[config.mk]
export PLATFORM = sky130hd
export DESIGN_NAME = switch_cleanup_counter
export DESIGN_NICKNAME = d
export VERILOG_FILES = /design/src/rtl/display_pkg.sv /design/src/rtl/bcd_digit.sv /design/src/rtl/switch_cleanup_counter.sv
export SDC_FILE = /design/constraint.sdc
export NUM_CORES = 1
export LEC_CHECK = 0
export BUFFER_PORTS_ARGS = -buffer_cell sky130_fd_sc_hd__buf_2
export CAP_MARGIN = 10
export CORE_MARGIN = 1.5
export CORE_UTILIZATION = 50
export DETAILED_ROUTE_END_ITERATION = 8
export HOLD_SLACK_MARGIN = 0.08
export PLACE_DENSITY = 0.69
export REMOVE_ABC_BUFFERS = 1
export SLEW_MARGIN = 0
export SYNTH_ARGS = -nofsm -noshare
export SYNTH_HDL_FRONTEND = slang
export SYNTH_HIERARCHICAL = 1
export SYNTH_SLANG_ARGS = --single-unit
[constraint.sdc]
create_clock -name clock -period 2.4 [get_ports clock]
set_input_delay 0.12 -clock clock [delete_from_list [all_inputs] [get_ports clock]]
set_output_delay 0.12 -clock clock [all_outputs]
set_load 0.005 [all_outputs]
[src/rtl/display_pkg.sv]
// Shared types and timing defaults for the switch front-end of the 4-digit 7-segment display.
package display_pkg;

    typedef enum logic [1:0] {
        IDLE_LOW  = 2'd0,
        WAIT_HIGH = 2'd1,
        IDLE_HIGH = 2'd2,
        WAIT_LOW  = 2'd3
    } sw_state_t;

    typedef logic [3:0] bcd_t;

    localparam bcd_t BCD_MAX = 4'd9;

    // Timing defaults derived from the 5 MHz display clock
    localparam int CLK_HZ                = 5_000_000;
    localparam int DEFAULT_DEBOUNCE      = CLK_HZ / 100;   // 10 ms
    localparam int DEFAULT_REPEAT_DELAY  = CLK_HZ / 2;     // 0.5 s
    localparam int DEFAULT_REPEAT_PERIOD = CLK_HZ / 10;    // 0.1 s

endpackage

[src/rtl/bcd_digit.sv]
// One decimal digit of the press counter; carry is combinational so digits ripple in one clock.
module bcd_digit
    import display_pkg::*;
(
    input  logic       clock,
    input  logic       reset,
    input  logic       clear,
    input  logic       inc,
    output logic [3:0] digit,
    output logic       carry
);

    bcd_t digit_reg;

    always_ff @(posedge clock or negedge reset) begin
        if (!reset) begin
            digit_reg <= '0;
        end else if (clear) begin
            digit_reg <= '0;
        end else if (inc) begin
            digit_reg <= (digit_reg == BCD_MAX) ? 4'd0 : digit_reg + 4'd1;
        end
    end

    assign digit = digit_reg;
    assign carry = inc && (digit_reg == BCD_MAX);

endmodule

[src/rtl/switch_cleanup_counter.sv]
// Synchronise, debounce and count presses of one mechanical switch as 4-digit BCD.
// Define SWITCH_AUTOREPEAT_EN to generate repeat pulses while the switch is held.
module switch_cleanup_counter
    import display_pkg::*;
#(
    parameter int DEBOUNCE_CYCLES = DEFAULT_DEBOUNCE,
    parameter int REPEAT_DELAY    = DEFAULT_REPEAT_DELAY,
    parameter int REPEAT_PERIOD   = DEFAULT_REPEAT_PERIOD
) (
    input  logic        clock,
    input  logic        reset,
    input  logic        sw_raw,
    input  logic        clear,
    output logic        sw_clean,
    output logic        press_pulse,
    output logic [15:0] value,
    output logic [3:0]  dots
);

    localparam int CNT_W = $clog2(DEBOUNCE_CYCLES);
    localparam logic [CNT_W-1:0] CNT_LAST = CNT_W'(DEBOUNCE_CYCLES - 1);

    logic             s1_reg, s2_reg;
    sw_state_t        state_reg, state_next;
    logic [CNT_W-1:0] cnt_reg, cnt_next;
    logic             commit_press;
    logic             pulse_next;
    logic             sw_clean_reg;
    logic             press_pulse_reg;
    logic             wrap_reg;
    logic [4:0]       inc_chain;

    always_ff @(posedge clock or negedge reset) begin
        if (!reset) begin
            s1_reg <= 1'b0;
            s2_reg <= 1'b0;
        end else begin
            s1_reg <= sw_raw;
            s2_reg <= s1_reg;
        end
    end

    // A level change commits only after s2 holds for DEBOUNCE_CYCLES consecutive wait clocks
    always_comb begin
        state_next   = state_reg;
        cnt_next     = cnt_reg;
        commit_press = 1'b0;
        case (state_reg)
            IDLE_LOW: begin
                if (s2_reg) begin
                    state_next = WAIT_HIGH;
                    cnt_next   = '0;
                end
            end
            WAIT_HIGH: begin
                if (!s2_reg) begin
                    state_next = IDLE_LOW;
                end else if (cnt_reg == CNT_LAST) begin
                    state_next   = IDLE_HIGH;
                    commit_press = 1'b1;
                end else begin
                    cnt_next = cnt_reg + 1'b1;
                end
            end
            IDLE_HIGH: begin
                if (!s2_reg) begin
                    state_next = WAIT_LOW;
                    cnt_next   = '0;
                end
            end
            WAIT_LOW: begin
                if (s2_reg) begin
                    state_next = IDLE_HIGH;
                end else if (cnt_reg == CNT_LAST) begin
                    state_next = IDLE_LOW;
                end else begin
                    cnt_next = cnt_reg + 1'b1;
                end
            end
            default: state_next = IDLE_LOW;
        endcase
    end

`ifdef SWITCH_AUTOREPEAT_EN
    localparam int RPT_MAX = (REPEAT_DELAY > REPEAT_PERIOD) ? REPEAT_DELAY : REPEAT_PERIOD;
    localparam int RPT_W   = $clog2(RPT_MAX + 1);

    logic [RPT_W-1:0] rpt_cnt_reg;
    logic             rpt_armed_reg;
    logic             rpt_fire;

    // First repeat waits REPEAT_DELAY, later ones REPEAT_PERIOD; armed marks the switch-over
    assign rpt_fire = (state_reg == IDLE_HIGH) &&
                      (rpt_armed_reg ? (rpt_cnt_reg == RPT_W'(REPEAT_PERIOD - 1))
                                     : (rpt_cnt_reg == RPT_W'(REPEAT_DELAY - 1)));

    always_ff @(posedge clock or negedge reset) begin
        if (!reset) begin
            rpt_cnt_reg   <= '0;
            rpt_armed_reg <= 1'b0;
        end else if (state_reg != IDLE_HIGH) begin
            rpt_cnt_reg   <= '0;
            rpt_armed_reg <= 1'b0;
        end else if (rpt_fire) begin
            rpt_cnt_reg   <= '0;
            rpt_armed_reg <= 1'b1;
        end else begin
            rpt_cnt_reg <= rpt_cnt_reg + 1'b1;
        end
    end

    assign pulse_next = commit_press || rpt_fire;
`else
    assign pulse_next = commit_press;
`endif

    always_ff @(posedge clock or negedge reset) begin
        if (!reset) begin
            state_reg       <= IDLE_LOW;
            cnt_reg         <= '0;
            sw_clean_reg    <= 1'b0;
            press_pulse_reg <= 1'b0;
        end else begin
            state_reg       <= state_next;
            cnt_reg         <= cnt_next;
            sw_clean_reg    <= (state_next == IDLE_HIGH) || (state_next == WAIT_LOW);
            press_pulse_reg <= pulse_next;
        end
    end

    assign inc_chain[0] = press_pulse_reg;

    generate
        for (genvar gi = 0; gi < 4; gi++) begin : g_digit
            bcd_digit u_digit (
                .clock (clock),
                .reset (reset),
                .clear (clear),
                .inc   (inc_chain[gi]),
                .digit (value[gi*4 +: 4]),
                .carry (inc_chain[gi+1])
            );
        end
    endgenerate

    always_ff @(posedge clock or negedge reset) begin
        if (!reset) begin
            wrap_reg <= 1'b0;
        end else if (clear) begin
            wrap_reg <= 1'b0;
        end else if (inc_chain[4]) begin
            wrap_reg <= 1'b1;
        end
    end

    assign sw_clean    = sw_clean_reg;
    assign press_pulse = press_pulse_reg;
    assign dots        = {wrap_reg, 2'b00, sw_clean_reg};

endmodule

### After elaboration in Yosys (flattened, before gate mapping)

Cells that the tools add are included.

| operators by class | value |
|---|---|
| equal/unequal tests | 14 |
| reductions and logical operators | 12 |
| multiplexer cells | 30 |
| add/sub/neg operators | 5 |

Operator list:

| kind | number |
|---|---|
| 16-bit two-way mux | 5 |
| 16-bit case mux with 4 select lines | 1 |
| 4-bit two-way mux | 12 |
| 16-bit by 1-bit adder with 16-bit output, second input constant | 1 |
| 4-bit by 1-bit adder with 4-bit output, second input constant | 4 |
| 16-bit equality test, second input constant | 1 |
| 4-bit equality test, second input constant | 4 |
| 2-bit two-way mux | 6 |
| 2-bit nonzero test | 5 |
| 2-bit equality test, second input constant | 4 |
| 2-bit inequality test, second input constant | 4 |
| 2-bit case mux with 4 select lines | 1 |
| 1-bit two-way mux | 5 |
| 1-bit logical AND | 4 |
| 4-bit AND reduction | 1 |
| 2-bit by 1-bit equality test with 1-bit output, second input constant | 1 |
| 2-bit zero test | 1 |
| 1-bit logical OR | 1 |

| word-level totals | value |
|---|---|
| flip-flop bits (word level) | 39 |
| word-level logic and storage cells | 72 |
| output and inout bits | 22 |
| input port bits | 4 |

### Longest topological paths before layout

Gate-level depths: netlist of run 1.

| logic depth | value |
|---|---|
| word-level depth | 7 |
| gate-level depth with buffers | 12 |
| mapped depth without buffers | 12 |

### By module

The synthesis of run 1 kept the hierarchy.

By module, submodules not included:

| module | cells an instance | sequential area each (sq um) | area each (sq um) | times used |
|---|---|---|---|---|
| switch_cleanup_counter | 115 | 550.5 | 1,196.1 | 1 |
| bcd_digit | 26 | 100.1 | 241.5 | 4 |

### Least setup slack after synthesis of run 1

No wires, ideal clock.

| timing path | value |
|---|---|
| path type | reg-to-reg |
| start | register g_digit[0].u_digit.digit_reg[1] |
| end | register g_digit[3].u_digit.digit_reg[2] |
| path slack | 151 ps |
| buffers on the path | 0 |
| library setup time | 73 ps |
| data required time | 2,327 ps |
| data arrival time | 2,176 ps |
| cell stages (with the launch flop) | 12 |
| period minus slack after synthesis | 2,249 ps |
| cell sequence | dfrtp_1 inv_1 ha_1 nand3b_1 nor2_1 inv_1 nor2_1 inv_1 nor2_1 nand2_2 a211o_1 a21oi_2 |

| between the ends | value |
|---|---|
| longest elaborated chain between the ends | 5 |

RTL lines:

| what | line | RTL |
|---|---|---|
| from (decl) | bcd_digit.sv:13 | `bcd_t digit_reg;` |
| from (signal assigned) | bcd_digit.sv:21 | `digit_reg <= (digit_reg == BCD_MAX) ? 4'd0 : digit_reg + 4'd1;` |
| 4-bit equality test | bcd_digit.sv:26 | `assign carry = inc && (digit_reg == BCD_MAX);` |
| 1-bit logical AND | bcd_digit.sv:26 |  |
| named net inc_chain[1] | switch_cleanup_counter.sv:31 | `logic [4:0] inc_chain;` |
| 1-bit logical AND | bcd_digit.sv:26 |  |
| named net inc_chain[2] | switch_cleanup_counter.sv:31 |  |
| 1-bit logical AND | bcd_digit.sv:26 |  |
| named net inc_chain[3] | switch_cleanup_counter.sv:31 |  |
| 2-bit nonzero test (no source line) | - |  |
| to (signal assigned) | bcd_digit.sv:21 |  |
| to (decl) | bcd_digit.sv:13 |  |

The timed path passes the listed nets, and every way through them passes these cells.
A chain may end at the register's enable or synchronous reset.

### Worst setup path in the final report of run 1

Same ends and word-level chain as after synthesis.

==> results of run 1 <==
==> stage by stage <==
step	setup WS, ns	area, µm²	utilization (%)
after global placement	0.355	2280	55.7
after detailed placement	0.281	2280	55.7
after CTS	0.264	2410	58.9
after global routing	0.106	2410	59.0
final	0.366	2410	59.0
after floorplan	0.151	2080	-
==> area by class of cell <==
| cell class | count | area [µm²] | share of cell area (%) |
|---|---|---|---|
| clock buffers | 6 | 82.6 | 3.43 |
| clock inverters | 1 | 30.0 | 1.25 |
| inverters | 10 | 42.5 | 1.76 |
| multi-input cells | 162 | 1080 | 45.0 |
| flip-flops and latches | 38 | 951 | 39.4 |
| well taps | 50 | 62.6 | 2.59 |
| repair buffers | 28 | 158 | 6.54 |
==> worst max-delay path by stage <==
stage                                start  slack, ns  cells past startpoint                          end
2_1_floorplan  g_digit[0].u_digit/digit[1]       0.15                     11  g_digit[3].u_digit/digit[2]
3_5_place_dp   g_digit[0].u_digit/digit[1]       0.28                     11  g_digit[3].u_digit/digit[2]
5_1_grt        g_digit[0].u_digit/digit[1]       0.11                     11  g_digit[3].u_digit/digit[3]
4_1_cts        g_digit[0].u_digit/digit[1]       0.26                     11  g_digit[3].u_digit/digit[2]
6_report       g_digit[0].u_digit/digit[1]       0.37                     11  g_digit[3].u_digit/digit[2]
3_3_place_gp   g_digit[0].u_digit/digit[1]       0.35                     11  g_digit[3].u_digit/digit[2]
==> logic make-up (layout without fill, tap and decap cells) <==
family                   Yosys count  after routing
AO/OA/AOI/OAI                     66             66
XOR/XNOR                           2              2
adder cells (fa/ha/maj)            9              9
buffers and inverters             20             45
flip-flops                        38             38
multiplexers                       2              2
other                              1              2
AND/OR/NAND/NOR                   81             81
==> cells in the mapped netlist (all sizes together) (5+ instances only) <==
| cell type | instances |
|---|---|
| dfrtp | 38 |
| nand2 | 30 |
| o21ai | 22 |
| a21oi | 19 |
| nand3b | 13 |
| buf | 10 |
| ha | 9 |
| inv | 9 |
| nor2 | 9 |
| o31ai | 8 |
| nand3 | 7 |
| and4b | 5 |
==> report_power, final <==
group          leakage (nW)  internal (mW)  switching, mW  total [mW]
clock                0.0573          0.332          0.213       0.546
combinational         0.495         0.0247         0.0452      0.0699
sequential            0.521          0.656         0.0229       0.679
==> metal layers <==
metal  vias to the layer above  global-route usage, %
met5                         -                      0
met4                         0                   8.09
met3                         5                   3.90
met2                        31                   29.1
met1                       801                   23.4
li1                        851                      -
==> critical path: cells and delay by family (launching register included) <==
family	cells	cell delay, ns
flip-flops	1	0.43
AND/OR/NAND/NOR	5	0.74
AO/OA/AOI/OAI	2	0.39
adder cells (fa/ha/maj)	1	0.18
buffers and inverters	3	0.24
==> timing repair <==
item,in CTS,in global routing
resized for setup,0,1
endpoints found under the hold margin,39,0
hold buffers,2,0
endpoints found under the setup margin,0,1
==> impl_results.md, run 1 <==
* Post-synth EDFFs at 0
* P&R area growth vs syn at 11.5%
* Netlist cell types at 42
* Hold Startpoint: clear
* Peak VDD IR at 362 µV
* Clock Latency Late Sink at 0.28 ns
* Post-route minimum period at 2.03 ns
* CTS Buf Count at 5
* GRT overflow at 0
* Critical Path Slowest Stage Cell: dfrtp_1
* Req. time, crit path at 2.62 ns
* Number of max-slew violations in the final report at 0
* Xor/xnor cell area share of the yosys netlist at 0.810%
* Most frequent cells in the layout: 38 x dfrtp_1, 25 x nand2_1, 23 x buf_2, 21 x o21ai_0, 15 x a21oi_1
* Max-cap violations at 0
* Fill count at 356
* Clock Path Buffers at 2
* Worst Reg-to-Reg Cells at 11
* Final Skew at 0.00462 ns
* Reg2reg start: g_digit[0].u_digit/digit[1]
* Total track usage at 18.1%
* Most common cell after layout, fill and taps aside: dfrtp_1
* DRC viols at 0
* Placed cell count at 286
* Synth Register Bits at 38
* Synth warn at 6
* Setup bufs post-CTS at 0
* Setup TNS at 0 ns
* FF-to-FF End: g_digit[3].u_digit/digit[2]
* H-Tree Depth at 2
* Reg2Reg Setup Slack at 0.37 ns
* Synth Area in Compound Gates at 19.8%
* Pin count of the biggest net entering global routing at 39
* GP Congestion at 0.773
* Fin crit share at 84.8%
* CP Cell Sequence: inv_1 > ha_1 > nand3b_1 > nor2_1 > inv_1 > nor2_1 > inv_1 > nor2_2 > nand2_2 > a211o_1 > a21oi_2
* Layout cells sized above 1 at 21.6%
* Routed WL per cell at 13.1 µm
* Synth Cell Area at 0.00216 mm²
* Die height at 68.8 µm
* Die width at 68.8 µm
* Initial DRC Count at 130
* Status: completed
* CP startpoint kind: flop
* Crit path arrival time at 2.25 ns
* Metal-1 WL at 1.87 mm
* Clock Sink Count at 38
* Die area at 0.00473 mm²
* Hold Crit Class: in2reg
* Hold WS at 0.227 ns
* Post-route ant nets at 0
* DR vias/cell at 5.72
* # diodes at 0
* Post-synthesis cell count at 219
* Worst Setup End Kind: flop
* 1st-pass router iterations at 4
* Largest stage delay on the critical path at 0.43 ns
* Cell accounting for the most synthesized area: dfrtp_1
* Hold Path Sink: wrap_reg
* Syn_area_per_cell at 9.87 µm²
* Critical path's most frequent cell: inv_1
* Critical path type: reg2reg
* Final Total Pwr at 1.29 mW
* Root buffer cell: clkbuf_8
* Initial core utilization at 52.9%
* Final Setup Violations at 0
* Asr flop ratio synth at 100%
* Post-synthesis simple-gate area fraction at 22.9%
* Power per Cell Area at 537 mW/mm²
* Final Instance Count excl. Fillers at 295
* I/O pins at 26
* Slew @ Worst Pin at 0.828 ns
* # nets final at 258
* Vias post-DR at 1688
* Seq/Total Area, Yosys at 44.0%
* Core Area at 0.00409 mm²
* RSZ-0062 raised after global routing: no
* CTS clk-pin slew, worst paths at 0.07 ns
* Final Hold Violating Endpoints at 0
* Top_reg_cell synth: dfrtp_1
* Final wirelength at 3.88 mm
* Adder-Cell Fraction of Synth Area at 5.21%
* Row count at 23
* First-pass GRT wire length at 6.30 mm
* Max Clock Freq at 492 MHz
* Detailed placement HPWL at 2.63 mm
* Number of global-route vias before repair at 1422
* Largest cells by area after synthesis: dfrtp_1 44%, ha_1 5.2%, o21ai_0 4.9%
* PortBufs at 23
* Mux contribution to synthesized area at 0.984%
* Worst hold stages at 2
* Top sig layer: met4
* Max-slew headroom at 44.8%
* Largest family of logic cells by synthesized area: simple AND/OR/NAND/NOR gates
* Post-synth top area share at 44.0%
* Initial antenna violation count at 0
* Critical-path maximum fanout at 6
* Leak Pwr at 1.07 nW
* Met3 wire length at 129 µm
* Wire length on met2 at 1.83 mm
* CTS tree: done
(Power assumes the default switching activity.)
==> inputs of run 2 (changes only) <==
--- a/config.mk
+++ b/config.mk
@@ -11,7 +11,7 @@
 export CORE_UTILIZATION = 50
 export DETAILED_ROUTE_END_ITERATION = 8
 export HOLD_SLACK_MARGIN = 0.08
-export PLACE_DENSITY = 0.69
+export PLACE_DENSITY = 0.72
 export REMOVE_ABC_BUFFERS = 1
 export SLEW_MARGIN = 0
 export SYNTH_ARGS = -nofsm -noshare
==> constraint.sdc (replaced) <==
create_clock -name clock -period 1.67 [get_ports clock]
set_input_delay 0.0835 -clock clock [delete_from_list [all_inputs] [get_ports clock]]
set_output_delay 0.0835 -clock clock [all_outputs]
set_load 0.005 [all_outputs]
==> impl_results.md, run 2 (synthesis gave the netlist of run 1 again) <==
* Fill count at 334 (-6.2%)
* Final Setup Violations at 7 (+7)
* Initial antenna violation count at 0 (unchanged)
* Post-route minimum period at 1.79 ns (-0.243 ns)
* Detailed placement HPWL at 3.07 mm (+17%)
* Power per Cell Area at 641 mW/mm² (+19%)
* Clock Sink Count at 38 (unchanged)
* Layout cells sized above 1 at 35.6% (+14 points)
* H-Tree Depth at 2 (unchanged)
* Status: finished with violations
* Die width at 68.8 µm (unchanged)
* Post-route ant nets at 0 (unchanged)
* Most frequent cells in the layout: 38 x dfrtp_1, 36 x buf_4, 25 x nand2_1, 23 x buf_2, 17 x o21ai_0
* Largest stage delay on the critical path at 0.38 ns (-0.05 ns)
* P&R area growth vs syn at 25.0%
* Core Area at 0.00409 mm² (unchanged)
* PortBufs at 23 (unchanged)
* CP startpoint kind: flop
* Leak Pwr at 1.24 nW (+16%)
* Peak VDD IR at 332 µV (-8.1%)
* Final Total Pwr at 1.73 mW (+34%)
* Initial core utilization at 52.9% (unchanged)
* # diodes at 0 (unchanged)
* Critical Path Slowest Stage Cell: dfrtp_1
* Die area at 0.00473 mm² (unchanged)
* Total track usage at 20.6% (+2.5 points)
* First-pass GRT wire length at 7.20 mm (+14%)
* I/O pins at 26 (unchanged)
* Core Util, Final at 66.1% (+7.1 points)
* Routed WL per cell at 14.0 µm (+6.6%)
* CTS Buf Count at 5 (unchanged)
* Number of global-route vias before repair at 1620 (+14%)
* Top sig layer: met4
* CTS tree: done
* Final Instance Count excl. Fillers at 328 (+11%)
* Met3 wire length at 141 µm (+9.3%)
* Final wirelength at 4.60 mm (+19%)
* Setup ws final at -0.121 ns (-0.487 ns)
* Max Clock Freq at 558 MHz (+14%)
* Critical path type: reg2reg
* CP Cell Sequence: inv_1 > ha_2 > nand3b_1 > nor2_2 > inv_2 > nor2_4 > inv_2 > nor2_1 > buf_4 > and4b_2 > o21ai_2 > a21oi_1
* Failing checks: setup timing
* Fin crit share at 107% (+22 points)
* # nets final at 292 (+13%)
* Final Hold Violating Endpoints at 0 (unchanged)
* CTS clk-pin slew, worst paths at 0.07 ns (about the same)
* DRC viols at 0 (unchanged)
* DR vias/cell at 5.59 (-2.3%)
* Root buffer cell: clkbuf_8
* Row count at 23 (unchanged)
* Crit path arrival time at 2.00 ns (-0.25 ns)
* Most common cell after layout, fill and taps aside: dfrtp_1
* Clock Path Buffers at 2 (unchanged)
* Number of max-slew violations in the final report at 0 (unchanged)
* Vias post-DR at 1834 (+8.6%)
* Worst Setup End Kind: flop
* Initial DRC Count at 92 (-29%)
* Die height at 68.8 µm (unchanged)
* Metal-1 WL at 2.13 mm (+14%)
* Wire length on met2 at 2.27 mm (+24%)
* Placed cell count at 314 (+9.8%)
* 1st-pass router iterations at 4 (unchanged)
* Req. time, crit path at 1.88 ns (-0.74 ns)
* Critical path's most frequent cell: inv_2
* Hold Crit Class: in2reg
* Pin count of the biggest net entering global routing at 39 (unchanged)
* Final Skew at 0.00389 ns (-0.000733 ns)
* Clock Latency Late Sink at 0.29 ns (about the same)
* Critical-path maximum fanout at 5 (-1)
* RSZ-0062 raised after global routing: yes
* GRT overflow at 0 (unchanged)
* GP Congestion at 0.859 (+11%)
* Max-cap violations at 0 (unchanged)
-- run 2: layout make-up --
type / instances / area (µm²) / area share (%)
multi-input cells: 162 / 1140 / 42.4
flip-flops and latches: 38 / 951 / 35.2
repair buffers: 62 / 417 / 15.4
clock buffers: 6 / 82.6 / 3.06
well taps: 50 / 62.6 / 2.31
inverters: 10 / 45.0 / 1.67
-- run 2: worst max-delay path, delay by kind of cell (launching register included) --
| kind | cells | cell delay (ns) |
|---|---|---|
| buf+inv | 4 | 0.32 |
| simple gates | 5 | 0.68 |
| compound gates | 2 | 0.17 |
| flops | 1 | 0.38 |
| fa+ha+maj | 1 | 0.16 |
-- run 2: routing by layer --
metal  vias up  GRT usage (%)
met5         -              0
met4         0           8.58
met3         5           4.87
met2        30           33.9
met1       882           25.9
li1        917              -
-- run 2: power by group --
part	internal (mW)	total [mW]	switching (mW)
Sequential	0.943	0.966	0.0233
Combinational	0.0577	0.139	0.0809
Clock	0.319	0.627	0.308
-- run 2: path summary, 6_finish.rpt --
check / cells past startpoint / endpoint / slack (ns) / startpoint
worst max-delay path: 12 / g_digit[3].u_digit/digit[3] / -0.12 / g_digit[0].u_digit/digit[1]
worst min-delay path: 2 / g_digit[1].u_digit/digit[2] / 0.19 / clear
worst max register to register: 12 / g_digit[3].u_digit/digit[3] / -0.12 / g_digit[0].u_digit/digit[1]
worst min register to register: 0 / s2_reg / 0.36 / s1_reg
max in group asynchronous: 3 / cnt_reg[12] / 0.94 / reset
min in group asynchronous: 3 / g_digit[3].u_digit/digit[3] / 0.38 / reset
-- run 2: metrics by stage --
stage	cell area [µm²]	hold slack [ns]	setup WS (ns)	TNS, ns
after detailed placement	2490	0.164	-0.179	-0.525
after global routing	2700	0.197	-0.264	-1.58
after CTS	2600	0.190	-0.128	-0.346
final	2700	0.194	-0.121	-0.600
after global placement	2490	0.161	-0.119	-0.242
after floorplan	2080	-0.212	-0.579	-2.86
-- run 2: timing repair --
action,CTS,global route
hold buffers,2,0
gates resized for setup,4,19
buffers inserted,1,5
endpoints found under the hold margin,39,0
setup endpoints to repair,7,24
pin swaps,9,7
==> inputs of run 3 (changes only) <==
--- a/config.mk
+++ b/config.mk
@@ -5,16 +5,16 @@
 export SDC_FILE = /design/constraint.sdc
 export NUM_CORES = 1
 export LEC_CHECK = 0
+export ABC_AREA = 1
 export BUFFER_PORTS_ARGS = -buffer_cell sky130_fd_sc_hd__buf_2
 export CAP_MARGIN = 10
 export CORE_MARGIN = 1.5
-export CORE_UTILIZATION = 50
+export CORE_UTILIZATION = 40
 export DETAILED_ROUTE_END_ITERATION = 8
 export HOLD_SLACK_MARGIN = 0.08
-export PLACE_DENSITY = 0.72
+export PLACE_DENSITY = 0.6
 export REMOVE_ABC_BUFFERS = 1
 export SLEW_MARGIN = 0
 export SYNTH_ARGS = -nofsm -noshare
 export SYNTH_HDL_FRONTEND = slang
-export SYNTH_HIERARCHICAL = 1
 export SYNTH_SLANG_ARGS = --single-unit
==> impl_results.md, run 3 <==
* Sequential power share at 51.5% (-4.3 points)
* Worst Setup End Kind: flop
* Fill count at 529 (+58%)
* Area of the multi-input gates at 0.00108 mm² (-5.6%)
* Asr flop ratio synth at 100% (unchanged)
* Row count at 26 (+13%)
* CTS clk-pin slew, worst paths at 0.08 ns (about the same)
* Final wirelength at 4.57 mm (-0.59%)
* Fin crit share at 91.1% (-16 points)
* Sw Pwr at 413 µW (+0.18%)
* Internal power at 1.42 mW (+7.4%)
* # diodes at 0 (unchanged)
* Pin count of the biggest net entering global routing at 27 (-31%)
* Die area at 0.00592 mm² (+25%)
* Number of max-slew violations in the final report at 0 (unchanged)
* # nets final at 336 (+15%)
* Routed WL per cell at 11.6 µm (-17%)
* Max-cap violations at 0 (unchanged)
* Top_reg_cell synth: dfrtp_1
* First-pass GRT wire length at 8.24 mm (+14%)
* Hold Crit Class: in2async
* Post-synth EDFFs at 0 (unchanged)
* Layout cells sized above 1 at 18.8% (-17 points)
* Initial antenna violation count at 0 (unchanged)
* Core Util, Final at 51.0% (-15 points)
* Status: completed
* Post-synthesis cell count at 280 (+28%)
* Switch share at 22.6% (-1.2 points)
* DRC viols at 0 (unchanged)
* Max Clock Freq at 657 MHz (+18%)
* Most frequent cells in the layout: 62 x nand2_1, 38 x dfrtp_1, 35 x inv_1, 30 x nand3_1, 29 x nor2_1
* Final Setup Violations at 0 (-7)
* Total track usage at 17.1% (-3.4 points)
* Detailed placement HPWL at 3.36 mm (+9.5%)
* Largest cells by area after synthesis: dfrtp_1 43%, nand2_1 11%, nand3_1 6.9%
* RSZ-0062 raised after global routing: no
* Clock Path Buffers at 2 (unchanged)
* Root buffer cell: clkbuf_8
* Synth cell count leaders: 64 x nand2_1, 38 x dfrtp_1, 35 x inv_1, 30 x nand3_1, 30 x nor2_1
* Syn_area_per_cell at 7.81 µm² (-21%)
* Core Area at 0.00520 mm² (+27%)
* DR vias/cell at 4.89 (-13%)
* Synth Cell Area at 0.00219 mm² (+1.2%)
* Final Hold Violating Endpoints at 0 (unchanged)
* Critical path type: reg2reg
* Slew @ Worst Pin at 0.608 ns
* GP Congestion at 0.795 (-7.5%)
* Most common cell after layout, fill and taps aside: nand2_1
* Seq/Total Area, Yosys at 43.5% (-0.50 points)
* Max-slew headroom at 59.5%
* Most common cell in the netlist: nand2_1
* Worst setup path start: cnt_reg[0]
* Placed cell count at 380 (+21%)
* P&R area growth vs syn at 21.3%
* Req. time, crit path at 1.85 ns (-0.03 ns)
* Initial core utilization at 42.0% (-11 points)
* Peak VDD IR at 371 µV (+12%)
* GRT overflow at 0 (unchanged)
* Register area at 951 µm² (unchanged)
* Initial DRC Count at 70 (-24%)
* Clock Power Share at 42.3% (+6.1 points)
* Reg2reg start: cnt_reg[0]
* Vias post-DR at 1927 (+5.1%)
* Leak Pwr at 1.30 nW (+4.5%)
* Logic pwr share at 6.2% (-1.8 points)
* Post-route ant nets at 0 (unchanged)
* PortBufs at 23 (unchanged)
* I/O pins at 26 (unchanged)
* Die width at 76.9 µm (+12%)
* Power per Cell Area at 690 mW/mm² (+7.7%)
* Clock Sink Count at 38 (unchanged)
* Clock Latency Late Sink at 0.30 ns (about the same)
* 1st-pass router iterations at 4 (unchanged)
* CTS Buf Count at 5 (unchanged)
* H-Tree Depth at 2 (unchanged)
* Number of global-route vias before repair at 1897 (+17%)
* Post-synth top area share at 43.5% (-0.50 points)
* Crit path arrival time at 1.71 ns (-0.29 ns)
* Die height at 76.9 µm (+12%)
* Final Skew at 0.00856 ns (+0.00466 ns)
* Critical-path maximum fanout at 4 (-1)
* Final Instance Count excl. Fillers at 394 (+20%)
* Synth warn at 0 (-6)
* Cell accounting for the most synthesized area: dfrtp_1
* CP startpoint kind: flop
* CTS tree: done
* Post-route minimum period at 1.52 ns (-0.269 ns)
* Netlist cell types at 27 (-36%)
* Synth Register Bits at 38 (unchanged)
-- run 3: cell count changes after synthesis, sizes merged, moves of 7 or more --
cell and delta:
inv +26, nand3b -13, nand3 +25, nand4 +7
a21oi -14, o31ai -8, nor2 +24, xor2 +11
nand2 +35
-- run 3: cells by family (layout without fill, tap and decap cells) --
family	after synthesis	after routing	share of synthesized area [%]
buffers and inverters	44	87	9.04
DFF	38	38	43.5
xor gates and xnor gates	14	14	5.61
other	1	2	0.171
AOI/OAI and AO/OA	33	33	8.18
and+or+nand+nor	141	141	28.4
adders and majority gates	9	9	5.15
-- run 3: power groups by stage --
| stage | clock, mW | combinational [mW] | sequential, mW |
|---|---|---|---|
| final | 0.775 | 0.113 | 0.943 |
| after detailed placement | 0 | 0.0918 | 0.961 |
| after floorplan | 0 | 0.0393 | 0.962 |
| after global placement | 0 | 0.0913 | 0.960 |
| after global routing | 0.841 | 0.129 | 0.944 |
| after CTS | 0.801 | 0.0980 | 0.942 |
-- run 3: critical path, cell delays in order, from the launching register on --
cell	delay, ns
dfrtp_1	0.41
ha_1	0.22
nand2_1	0.15
nor2_4	0.05
buf_4	0.15
nand2_1	0.11
xor2_1	0.16
nor2_1	0.05
nand2_1	0.06
nand2_1	0.04
-- run 3: timing repair --
action | 4_1_cts | 5_1_grt
gates resized for setup | 1 | 9
hold buffers | 3 | 0
endpoints found under the hold margin | 26 | 0
setup endpoints to repair | 1 | 22
cloned | 0 | 0
buffers inserted | 0 | 3
-- run 3: final cells by class --
| type | instances | area share (%) |
|---|---|---|
| Inverter | 35 | 4.95 |
| Sequential cell | 38 | 35.8 |
| Clock inverter | 3 | 1.51 |
| Timing Repair Buffer | 44 | 11.0 |
| Clock buffer | 5 | 2.59 |
| Tap cell | 70 | 3.30 |
| Multi-Input combinational cell | 199 | 40.8 |
-- run 3: worst paths after layout --
check | slack, ns | cells after the start | end
max | 0.15 | 9 | cnt_reg[8]
min | 0.33 | 2 | g_digit[2].u_digit.digit[0]
max reg2reg | 0.15 | 9 | cnt_reg[8]
min reg2reg | 0.35 | 0 | s2_reg
max in group asynchronous | 0.79 | 3 | cnt_reg[13]
min in group clock | 0.35 | 0 | s2_reg
-- run 3: metal layers --
metal  track usage [%]  share of wire (%)  wire length (µm)  vias up
li1                  -                  -                 -      982
met1              20.8                 47              2150      906
met2              30.1                 49              2220       32
met3              4.05                3.1               140        7
met4              5.00                1.4                66        0
met5                 0                  0                 0        -
-- run 3: per-stage QoR --
step | area (µm²) | setup slack [ns] | hold WS (ns) | setup TNS, ns | power, mW
3_5_place_dp | 2450 | -0.00778 | 0.133 | -0.00778 | 1.05
6_report | 2650 | 0.148 | 0.329 | 0 | 1.83
5_1_grt | 2650 | 0.00349 | 0.372 | 0 | 1.91
4_1_cts | 2590 | 0.0655 | 0.349 | 0 | 1.84
2_1_floorplan | 2120 | 0.136 | -0.212 | 0 | 1.00
3_3_place_gp | 2450 | 0.0673 | 0.127 | 0 | 1.05
